$ cat config.mk
export PLATFORM = sky130hd
export DESIGN_NAME = bus_arbiter
export DESIGN_NICKNAME = d
export VERILOG_FILES = /design/src/rtl/bus_arbiter_pkg.sv /design/src/rtl/bus_arbiter.sv
export SDC_FILE = /design/constraint.sdc
export NUM_CORES = 1
export LEC_CHECK = 0
export ABC_AREA = 1
export BUFFER_PORTS_ARGS = -buffer_cell sky130_fd_sc_hd__buf_2
export CAP_MARGIN = 5
export CORE_AREA = 2 2 110 112
export CTS_CLUSTER_DIAMETER = 150
export CTS_CLUSTER_SIZE = 40
export DETAILED_ROUTE_END_ITERATION = 10
export DIE_AREA = 0 0 112 114
export GPL_ROUTABILITY_DRIVEN = 0
export HOLD_SLACK_MARGIN = 0.03
export PLACE_DENSITY = 0.43
export SLEW_MARGIN = 5
export SYNTH_ARGS = -nofsm -noshare
export SYNTH_HDL_FRONTEND = slang
export SYNTH_SLANG_ARGS = --single-unit
$ cat constraint.sdc
create_clock -name clk -period 4 [get_ports clk]
set_input_delay 0.8 -clock clk [delete_from_list [all_inputs] [get_ports clk]]
set_output_delay 0.8 -clock clk [all_outputs]
set_load 0.05 [all_outputs]
$ cat src/rtl/bus_arbiter_pkg.sv
// Shared types for the two-requester memory bus arbiter.
// Latency: n/a (types and helpers only).
// Backpressure: n/a.
package bus_arbiter_pkg;

  localparam int ADDR_W = 32;
  localparam int DATA_W = 32;
  localparam int BE_W   = 4;

  typedef enum logic [2:0] {
    ST_IDLE    = 3'd0,
    ST_GRANT_I = 3'd1,
    ST_GRANT_D = 3'd2,
    ST_WAIT_I  = 3'd3,
    ST_WAIT_D  = 3'd4
  } arb_state_t;

  typedef enum logic [1:0] {
    OWN_NONE  = 2'd0,
    OWN_INSTR = 2'd1,
    OWN_DATA  = 2'd2
  } arb_owner_t;

  // Which requester holds the bus in a given arbiter state.
  function automatic arb_owner_t owner_of(input arb_state_t s);
    case (s)
      ST_GRANT_I, ST_WAIT_I: owner_of = OWN_INSTR;
      ST_GRANT_D, ST_WAIT_D: owner_of = OWN_DATA;
      default:               owner_of = OWN_NONE;
    endcase
  endfunction

endpackage

$ cat src/rtl/bus_arbiter.sv
// Arbitrates an instruction-fetch port and a load/store port onto one memory bus, one transaction at a time.
// Latency: a request seen at edge N reaches the memory bus in cycle N+1; one IDLE cycle separates transactions.
// Backpressure: the waiting or losing requester sees waitrequest=1 until granted; the owner sees memory waitrequest.
module bus_arbiter
  import bus_arbiter_pkg::*;
#(
  parameter int ROUND_ROBIN = 1
) (
  input  logic              clk,
  input  logic              rst,
  // instruction fetch requester (read only)
  input  logic [ADDR_W-1:0] instr_address,
  input  logic [BE_W-1:0]   instr_byteenable,
  input  logic              instr_read,
  output logic [DATA_W-1:0] instr_readdata,
  output logic              instr_waitrequest,
  output logic              instr_readdatavalid,
  // load/store requester
  input  logic [ADDR_W-1:0] data_address,
  input  logic [BE_W-1:0]   data_byteenable,
  input  logic              data_read,
  input  logic              data_write,
  input  logic [DATA_W-1:0] data_writedata,
  output logic [DATA_W-1:0] data_readdata,
  output logic              data_waitrequest,
  output logic              data_readdatavalid,
  // shared memory bus
  output logic [ADDR_W-1:0] mem_address,
  output logic [BE_W-1:0]   mem_byteenable,
  output logic              mem_read,
  output logic              mem_write,
  output logic [DATA_W-1:0] mem_writedata,
  input  logic [DATA_W-1:0] mem_readdata,
  input  logic              mem_waitrequest,
  input  logic              mem_readdatavalid,
  // current bus owner: 0 none, 1 instr, 2 data
  output logic [1:0]        debug_owner
);

  arb_state_t state;
  arb_owner_t last_owner;

  logic instr_req;
  logic data_req;

  assign instr_req = instr_read;
  // A simultaneous read+write from the data port is a write; either one is a request.
  assign data_req  = data_read | data_write;

  // Owner is a pure decode of the state register, so it never glitches with inputs.
  assign debug_owner = owner_of(state);

  // Arbitration state machine and fairness memory.
  always_ff @(posedge clk or negedge rst) begin
    if (!rst) begin
      state      <= ST_IDLE;
      last_owner <= OWN_INSTR;
    end else begin
      case (state)
        ST_IDLE: begin
          if (instr_req && data_req) begin
            // Fair mode hands the tie to whoever did not finish last; otherwise data always wins.
            if ((ROUND_ROBIN != 0) && (last_owner == OWN_DATA)) begin
              state <= ST_GRANT_I;
            end else begin
              state <= ST_GRANT_D;
            end
          end else if (instr_req) begin
            state <= ST_GRANT_I;
          end else if (data_req) begin
            state <= ST_GRANT_D;
          end
        end
        ST_GRANT_I: begin
          if (!instr_req) begin
            state <= ST_IDLE;
          end else if (!mem_waitrequest) begin
            state <= ST_WAIT_I;
          end
        end
        ST_GRANT_D: begin
          if (!data_req) begin
            state <= ST_IDLE;
          end else if (!mem_waitrequest) begin
            if (data_write) begin
              // Writes have no response phase: done on acceptance.
              state      <= ST_IDLE;
              last_owner <= OWN_DATA;
            end else begin
              state <= ST_WAIT_D;
            end
          end
        end
        ST_WAIT_I: begin
          if (mem_readdatavalid) begin
            state      <= ST_IDLE;
            last_owner <= OWN_INSTR;
          end
        end
        ST_WAIT_D: begin
          if (mem_readdatavalid) begin
            state      <= ST_IDLE;
            last_owner <= OWN_DATA;
          end
        end
        default: begin
          state <= ST_IDLE;
        end
      endcase
    end
  end

  // Route the owner's request to memory and the memory response back to the owner only.
  always_comb begin
    mem_address         = '0;
    mem_byteenable      = '0;
    mem_read            = 1'b0;
    mem_write           = 1'b0;
    mem_writedata       = '0;
    instr_waitrequest   = 1'b1;
    instr_readdata      = '0;
    instr_readdatavalid = 1'b0;
    data_waitrequest    = 1'b1;
    data_readdata       = '0;
    data_readdatavalid  = 1'b0;
    case (state)
      ST_GRANT_I: begin
        mem_address       = instr_address;
        mem_byteenable    = instr_byteenable;
        mem_read          = instr_read;
        instr_waitrequest = mem_waitrequest;
      end
      ST_GRANT_D: begin
        mem_address      = data_address;
        mem_byteenable   = data_byteenable;
        mem_write        = data_write;
        mem_read         = data_read & ~data_write;
        mem_writedata    = data_writedata;
        data_waitrequest = mem_waitrequest;
      end
      ST_WAIT_I: begin
        instr_readdata      = mem_readdata;
        instr_readdatavalid = mem_readdatavalid;
      end
      ST_WAIT_D: begin
        data_readdata      = mem_readdata;
        data_readdatavalid = mem_readdatavalid;
      end
      default: begin
      end
    endcase
  end

endmodule

Yosys cells after proc, flatten, opt, wreduce, memory -nomap -nowiden
Cells that the tools add are included.

Equality and inequality tests: 14. Muxes and demuxes: 29. Bitwise gates (word level): 3. Reduce and logical (&&, ||, !) cells: 8.

Operators with widths (number): 2-to-1 mux 32 bit (3); case mux 32 bit (2 select lines) (1); 2-to-1 mux 3 bit (9); 2-to-1 mux 2 bit (6); case mux 3 bit (4 select lines) (1); inequality test 2 bit (second input constant) (5); case mux 4 bit (2 select lines) (1); == test 3 x 2 -> 1 bit (second input constant) (2); inequality test 3 bit (second input constant) (2); case mux 2 bit (3 select lines) (1); AND reduction 6 bit (1); OR reduction 2 bit (3); 2-to-1 mux 1 bit (5); inequality test 4 bit (second input constant) (1); case mux 2 bit (2 select lines) (1); AND reduction 4 bit (1); == test 3 x 1 -> 1 bit (second input constant) (1); == test 3 bit (second input constant) (1); zero test 3 bit (1); nonzero test 3 bit (1); == test 2 bit (second input constant) (1); inequality test 2 x 1 -> 1 bit (second input constant) (1); case mux 1 bit (2 select lines) (1); AND 1 bit (1); other kinds (3) (3).

Register bits: 5. Input port bits: 143. Output and inout port bits: 140. Logic and storage cells: 56.

Longest topological paths before layout
Gate-level depths: netlist (run 1).

Word-level depth: 5. Depth in mapped cells: 9. Gate-level depth less buffers: 8.

Worst setup path after synthesis (run 1)
OpenSTA, ideal clock, no wires.

Kind: flip-flop to output port. Start point: reg state[1]. End point: out data_readdata[10]. Data arrival time: 1.616 ns. Data required time: 3.200 ns. Path slack: 1.584 ns. Stages on the path, launching flop included: 6. Path through: dfrtp_1 -> buf_2 -> nor2_1 -> nand2_2 -> buf_2 -> nor2_1.

Word-level cells in the longest chain between the ends: 2.

RTL lines: start, declared (RTL line bus_arbiter.sv:40) `arb_state_t state;`; start signal, assigned (RTL line bus_arbiter.sv:56) `state <= ST_IDLE;`; start signal, assigned (RTL line bus_arbiter.sv:64) `state <= ST_GRANT_I;`; start signal, assigned (RTL line bus_arbiter.sv:66) `state <= ST_GRANT_D;`; == test 3 bit (RTL line bus_arbiter.sv:126) `case (state)`; 2-to-1 mux 32 bit (RTL line bus_arbiter.sv:126); end, declared (RTL line bus_arbiter.sv:24) `output logic [DATA_W-1:0] data_readdata,`.

Every way passes these cells.

Worst setup path in the final report (run 1)
Start point: reg state[2]. End point: out instr_readdatavalid.

Word-level cells in the longest chain between the ends: 2.

RTL lines: == test 3 x 2 -> 1 bit (RTL line bus_arbiter.sv:126); 2-to-1 mux 1 bit (RTL line bus_arbiter.sv:126); end, declared (RTL line bus_arbiter.sv:17) `output logic instr_readdatavalid,`.

Every way passes these cells.

==> run metrics, run 1 <==
outcome=finished clean; Peak Freq=360 MHz; Async S/R FF share, synth=100%; Commonest cells post-synth=108 x nor2_1, 73 x inv_1, 36 x a22o_1; Most used DFF post-synth=dfrtp_1; Die Area=12,800 um2; first-pass GRT wire length=11,100 um; Final nets=711; RSZ-0062 raised after global routing=no; final instance area=3080 um2; max-slew violation count=0; CP max FO=36; Post-Syn Area=1510 um2; syn_area_per_cell=5.08 um2; CTS tree=yes; total of max-cap violations=0; IO buf count=282; DR iter-0 viols=85; CP Buf/Inv Count=2; Chip Height=114 um; Yosys warnings=0; CTS buffer count=3; site row count=40; Vias=2,779; Place WS=1.43 ns; synthesis-to-finish area growth=103%; CTS resizes=0; syn_nets=441; Setup Buffers After CTS=0; diode count=0; largest cells by area after synthesis=nor2_1 27%, a22o_1 21%, inv_1 18%, nand2_1 7.9%, dfrtp_1 6.6%; Setup WS post-layout=1.22 ns; flops & latches, synth=5; crit end category=output pin; utilization of the core after routing=26.3%; Top delay family on crit path=simple AND/OR/NAND/NOR gates; Routed WL=7670 um; DRC errors left=0; number of global-route vias before repair=2,496; WL per Instance=10.7 um; Final Hold Violating Endpoints=0; leakage power=2.32 nW; Post-Syn Instances=298; post-synth top area share=26.8%; Post-DP Area=3000 um2; Setup Viol. Count Final=0; clk_lat worst skew=0.23 ns; CP max-delay cell=nand3_2; Worst EP required=3.20 ns; HPWL after detailed placement=6500 um; clk_skew=0.000998 ns; worst-path cell chain=inv_2, nand3_2, nor2_1, buf_2; largest net degree at the start of global routing=40; Initial Utilization=12.9%; Final ANT Viol Nets=0; power density over the cells=774 nW/um2; Core ar.=11,700 um2; CP arrival=1.98 ns; root buffer cell=clkbuf_16; Max clock buf depth=2; global route overflow=0; I/O Pins=283; most frequent cell after synthesis=nor2_1; Slew @ Worst Pin=0.682 ns; HP Class=input pin to asynchronous set/reset pin; final worst-path cycle share=69.5%; via/cell ratio=3.89; H-tree lvl count=1; Startpoint Class=flop; initial antenna violation count=0; leading area contributor after synthesis=nor2_1; Worst IR Drop VDD=0.000263 V; fraction of layout instances using a drive strength above 1=52.4%; # clock sinks=5; count of cell types in the netlist=20; TritonRoute pass-1 iters=4; cts hold-fix bufs=0; min Tclk post-route=2.78 ns; clock slew at reported path FFs=0.03 ns; Crit Path Category=flop to output pin; worst slew margin relative to its limit=54.5%; sequential fraction of the synthesis area=8.35%; Die X=112 um; Total GRT Usage=10.6%; Worst path max stage delay=0.53 ns; Post-synth EDFFs=0; post-route setup TNS=0 ns
-- metal layers --
layer	vias up	share of wire, %	track usage (%)
li1	1433	-	-
met1	1184	39	12.4
met2	160	50	20.2
met3	2	10	1.54
met4	0	0.85	3.17
met5	-	0	0
-- path summary, 6_finish.rpt --
kind	from	endpoint	slack, ns	depth (start not counted)
setup / recovery	state[2]	instr_readdatavalid	1.22	4
hold / removal	rst	last_owner[1]	0.38	1
setup reg to reg	state[2]	state[0]	2.23	6
hold reg to reg	last_owner[0]	last_owner[0]	0.46	2
max in group asynchronous	rst	last_owner[0]	3.40	1
min in group clk	last_owner[0]	last_owner[0]	0.46	2
-- where the power goes --
part | internal, mW | leakage [nW] | switching [mW]
Clock | 0.132 | 0.0382 | 0.0320
Combinational | 0.470 | 2.22 | 1.65
Sequential | 0.0730 | 0.0612 | 0.0243
-- layout by cell type, fill, tap and decap left out, drive strengths merged --
master    n
a21oi     1
a22o     36
buf     284
clkbuf    4
dfrtp     4
dfstp     1
inv      77
nand2    33
nand3    11
nand3b    1
nand4     1
nor2    109
nor3      1
o21ai     2
o21bai    2
-- sequential cells by signal, indices dropped and copies added, names as in the netlist --
| register | cells |
|---|---|
| state | 3 |
| last_owner | 2 |
-- area by class of cell --
cell class | count | area, um2
inverters | 77 | 289
multi-input cells | 197 | 971
well taps | 147 | 184
repair buffers | 284 | 1430
fillers | 1348 | 8640
flip-flops and latches | 5 | 126
clock buffers | 4 | 78.8
-- cell families after synthesis --
group | synth area share [%]
simple gates | 41.1
flops | 8.35
buf+inv | 27.5
compound gates | 23.1
-- stage by stage --
stage | std cells | power, mW | hold WS, ns
2_1_floorplan | 298 | 1.81 | 0.442
3_3_place_gp | 710 | 2.23 | 0.458
3_5_place_dp | 710 | 2.23 | 0.460
4_1_cts | 714 | 2.40 | 0.386
5_1_grt | 714 | 2.51 | 0.385
6_report | 714 | 2.38 | 0.385
Note: power is estimated with default switching activity, not from simulation.
==> run 2: changes to the inputs <==
clock period = 2.9 ns   (was 4 ns; I/O delays follow)
==> run 2 against run 1 <==
Compared with the run above:
- via count is 0.25% higher
- worst setup slack lost 0.89 ns
- wire length grew 1.4%
- die area unchanged
- combinational power up 40%
- core utilization up 0.26 points
- global-route usage is 0.13 points lower
- critical path depth stayed put
- clock power increased by 38%
- clock-buffer cell count is the same
- largest power group unchanged
==> run metrics, run 2 (synthesis results as in run 1) <==
WL per Instance=10.8 um; clock slew at reported path FFs=0.03 ns; Top reg by flops=state; Pint=953 uW; Crit Path Category=flop to output pin; CP arrival=1.99 ns; # clock sinks=5; Vias=2,786; largest net degree at the start of global routing=37; HP Class=input pin to asynchronous set/reset pin; Die Area=12,800 um2; Peak Freq=390 MHz; worst slew margin relative to its limit=54.2%; H-tree lvl count=1; Initial Utilization=12.9%; Final nets=715; Worst path max stage delay=0.53 ns; clk_skew=0.000567 ns; TritonRoute pass-1 iters=6; Routed WL=7780 um; cts hold-fix bufs=0; CP max FO=34; RSZ-0062 raised after global routing=no; crit end category=output pin; via/cell ratio=3.88; first-pass GRT wire length=11,000 um; number of flip-flops in the largest register=3; Setup Viol. Count Final=0; Final ANT Viol Nets=0; routing usage on met1=12.2%; Combinational Power Share=89.1%; Die X=112 um; final worst-path cycle share=88.5%; site row count=40; M2 GR Usage=20.1%; DRC errors left=0; IO buf count=282; Core ar.=11,700 um2; met3 Usage GRT=1.70%; CTS buffer count=3; I/O Pins=283; commonest non-fill, non-tap cells in the layout=282 x buf_2, 108 x nor2_1, 73 x inv_1, 36 x a22o_1, 32 x nand2_1; leakage power=2.34 nW; most common cell after layout, fill and taps aside=buf_2; post-route setup TNS=0 ns; worst-path cell chain=inv_2, nand3_2, nor2_1, buf_2; Worst EP required=2.32 ns; Setup Buffers After CTS=0; Regs by FF count=state x3, last_owner x2; synthesis-to-finish area growth=105%; HPWL after detailed placement=6610 um; power density over the cells=1070 nW/um2; sequential power share=4.1%; CP Buf/Inv Count=2; Chip Height=114 um; initial antenna violation count=0; Startpoint Class=flop; outcome=finished clean; clk_lat worst skew=0.23 ns; min Tclk post-route=2.57 ns; Total GRT Usage=10.5%; max-slew violation count=0; root buffer cell=clkbuf_16; Max clock buf depth=2; Hold Slack=0.160 ns; Worst IR Drop VDD=0.000451 V; diode count=0; global route overflow=0; utilization of the core after routing=26.5%; CP max-delay cell=nand3_2; Slew @ Worst Pin=0.686 ns; CTS resizes=0; Sw Share=71.3%; Top delay family on crit path=simple AND/OR/NAND/NOR gates; fraction of layout instances using a drive strength above 1=52.7%; total of max-cap violations=0; number of global-route vias before repair=2,392; fill count=1,342; DR iter-0 viols=96; layer with the highest usage=met2; CTS tree=yes; Final Hold Violating Endpoints=0; Clock power frac=6.9%; Net Sw Power=2.37 mW
-- run 2: cell types whose count changed in the layout (fill, tap and decap cells not counted) --
cell,previous run,this run
buf_4,2,6
-- run 2: layout make-up --
type | count | area, um2 | share of cell area [%]
Inverter | 77 | 289 | 9.31
Timing Repair Buffer | 288 | 1460 | 46.9
Tap cell | 147 | 184 | 5.92
Sequential cell | 5 | 126 | 4.07
Multi-Input combinational cell | 197 | 971 | 31.3
Clock buffer | 4 | 78.8 | 2.54
-- run 2: final timing paths --
kind                          startpoint                   to  slack, ns  cells past startpoint
setup / recovery                state[2]  instr_readdatavalid       0.33                      4
hold / removal                       rst             state[0]       0.16                      1
min in group clk           last_owner[0]        last_owner[0]       0.47                      2
setup reg to reg                state[2]             state[1]       0.94                      7
hold reg to reg            last_owner[0]        last_owner[0]       0.47                      2
max in group asynchronous            rst        last_owner[0]       2.53                      1
-- run 2: power by group through the flow --
| stage | Clock, mW | Sequential [mW] | Combinational (mW) |
|---|---|---|---|
| after global routing | 0.235 | 0.140 | 3.12 |
| after global placement | 0 | 0.133 | 2.97 |
| after detailed placement | 0 | 0.135 | 2.97 |
| final | 0.227 | 0.135 | 2.96 |
| after CTS | 0.230 | 0.135 | 2.98 |
| after floorplan | 0 | 0.113 | 2.38 |
-- run 2: stage by stage --
step                      cell area [um2]  power, mW  setup slack [ns]  std cells
after floorplan                      1510       2.50             0.704        298
after global placement               3030       3.10             0.568        714
after detailed placement             3030       3.11             0.538        714
after CTS                            3110       3.34             0.311        718
after global routing                 3110       3.49             0.155        718
final                                3110       3.32             0.333        718
-- run 2: routing by layer --
metal | wire (um) | vias up
li1 | - | 1439
met1 | 2990 | 1179
met2 | 3960 | 164
met3 | 757 | 4
met4 | 70 | 0
met5 | 0 | -
-- run 2: worst reg2reg max path, stage by stage, from the launching register on --
cell	delay (ns)
dfrtp_1	0.45
inv_2	0.14
nand3_2	0.53
buf_4	0.38
nand2_1	0.08
a21oi_2	0.09
nand3_1	0.09
nand2_1	0.08
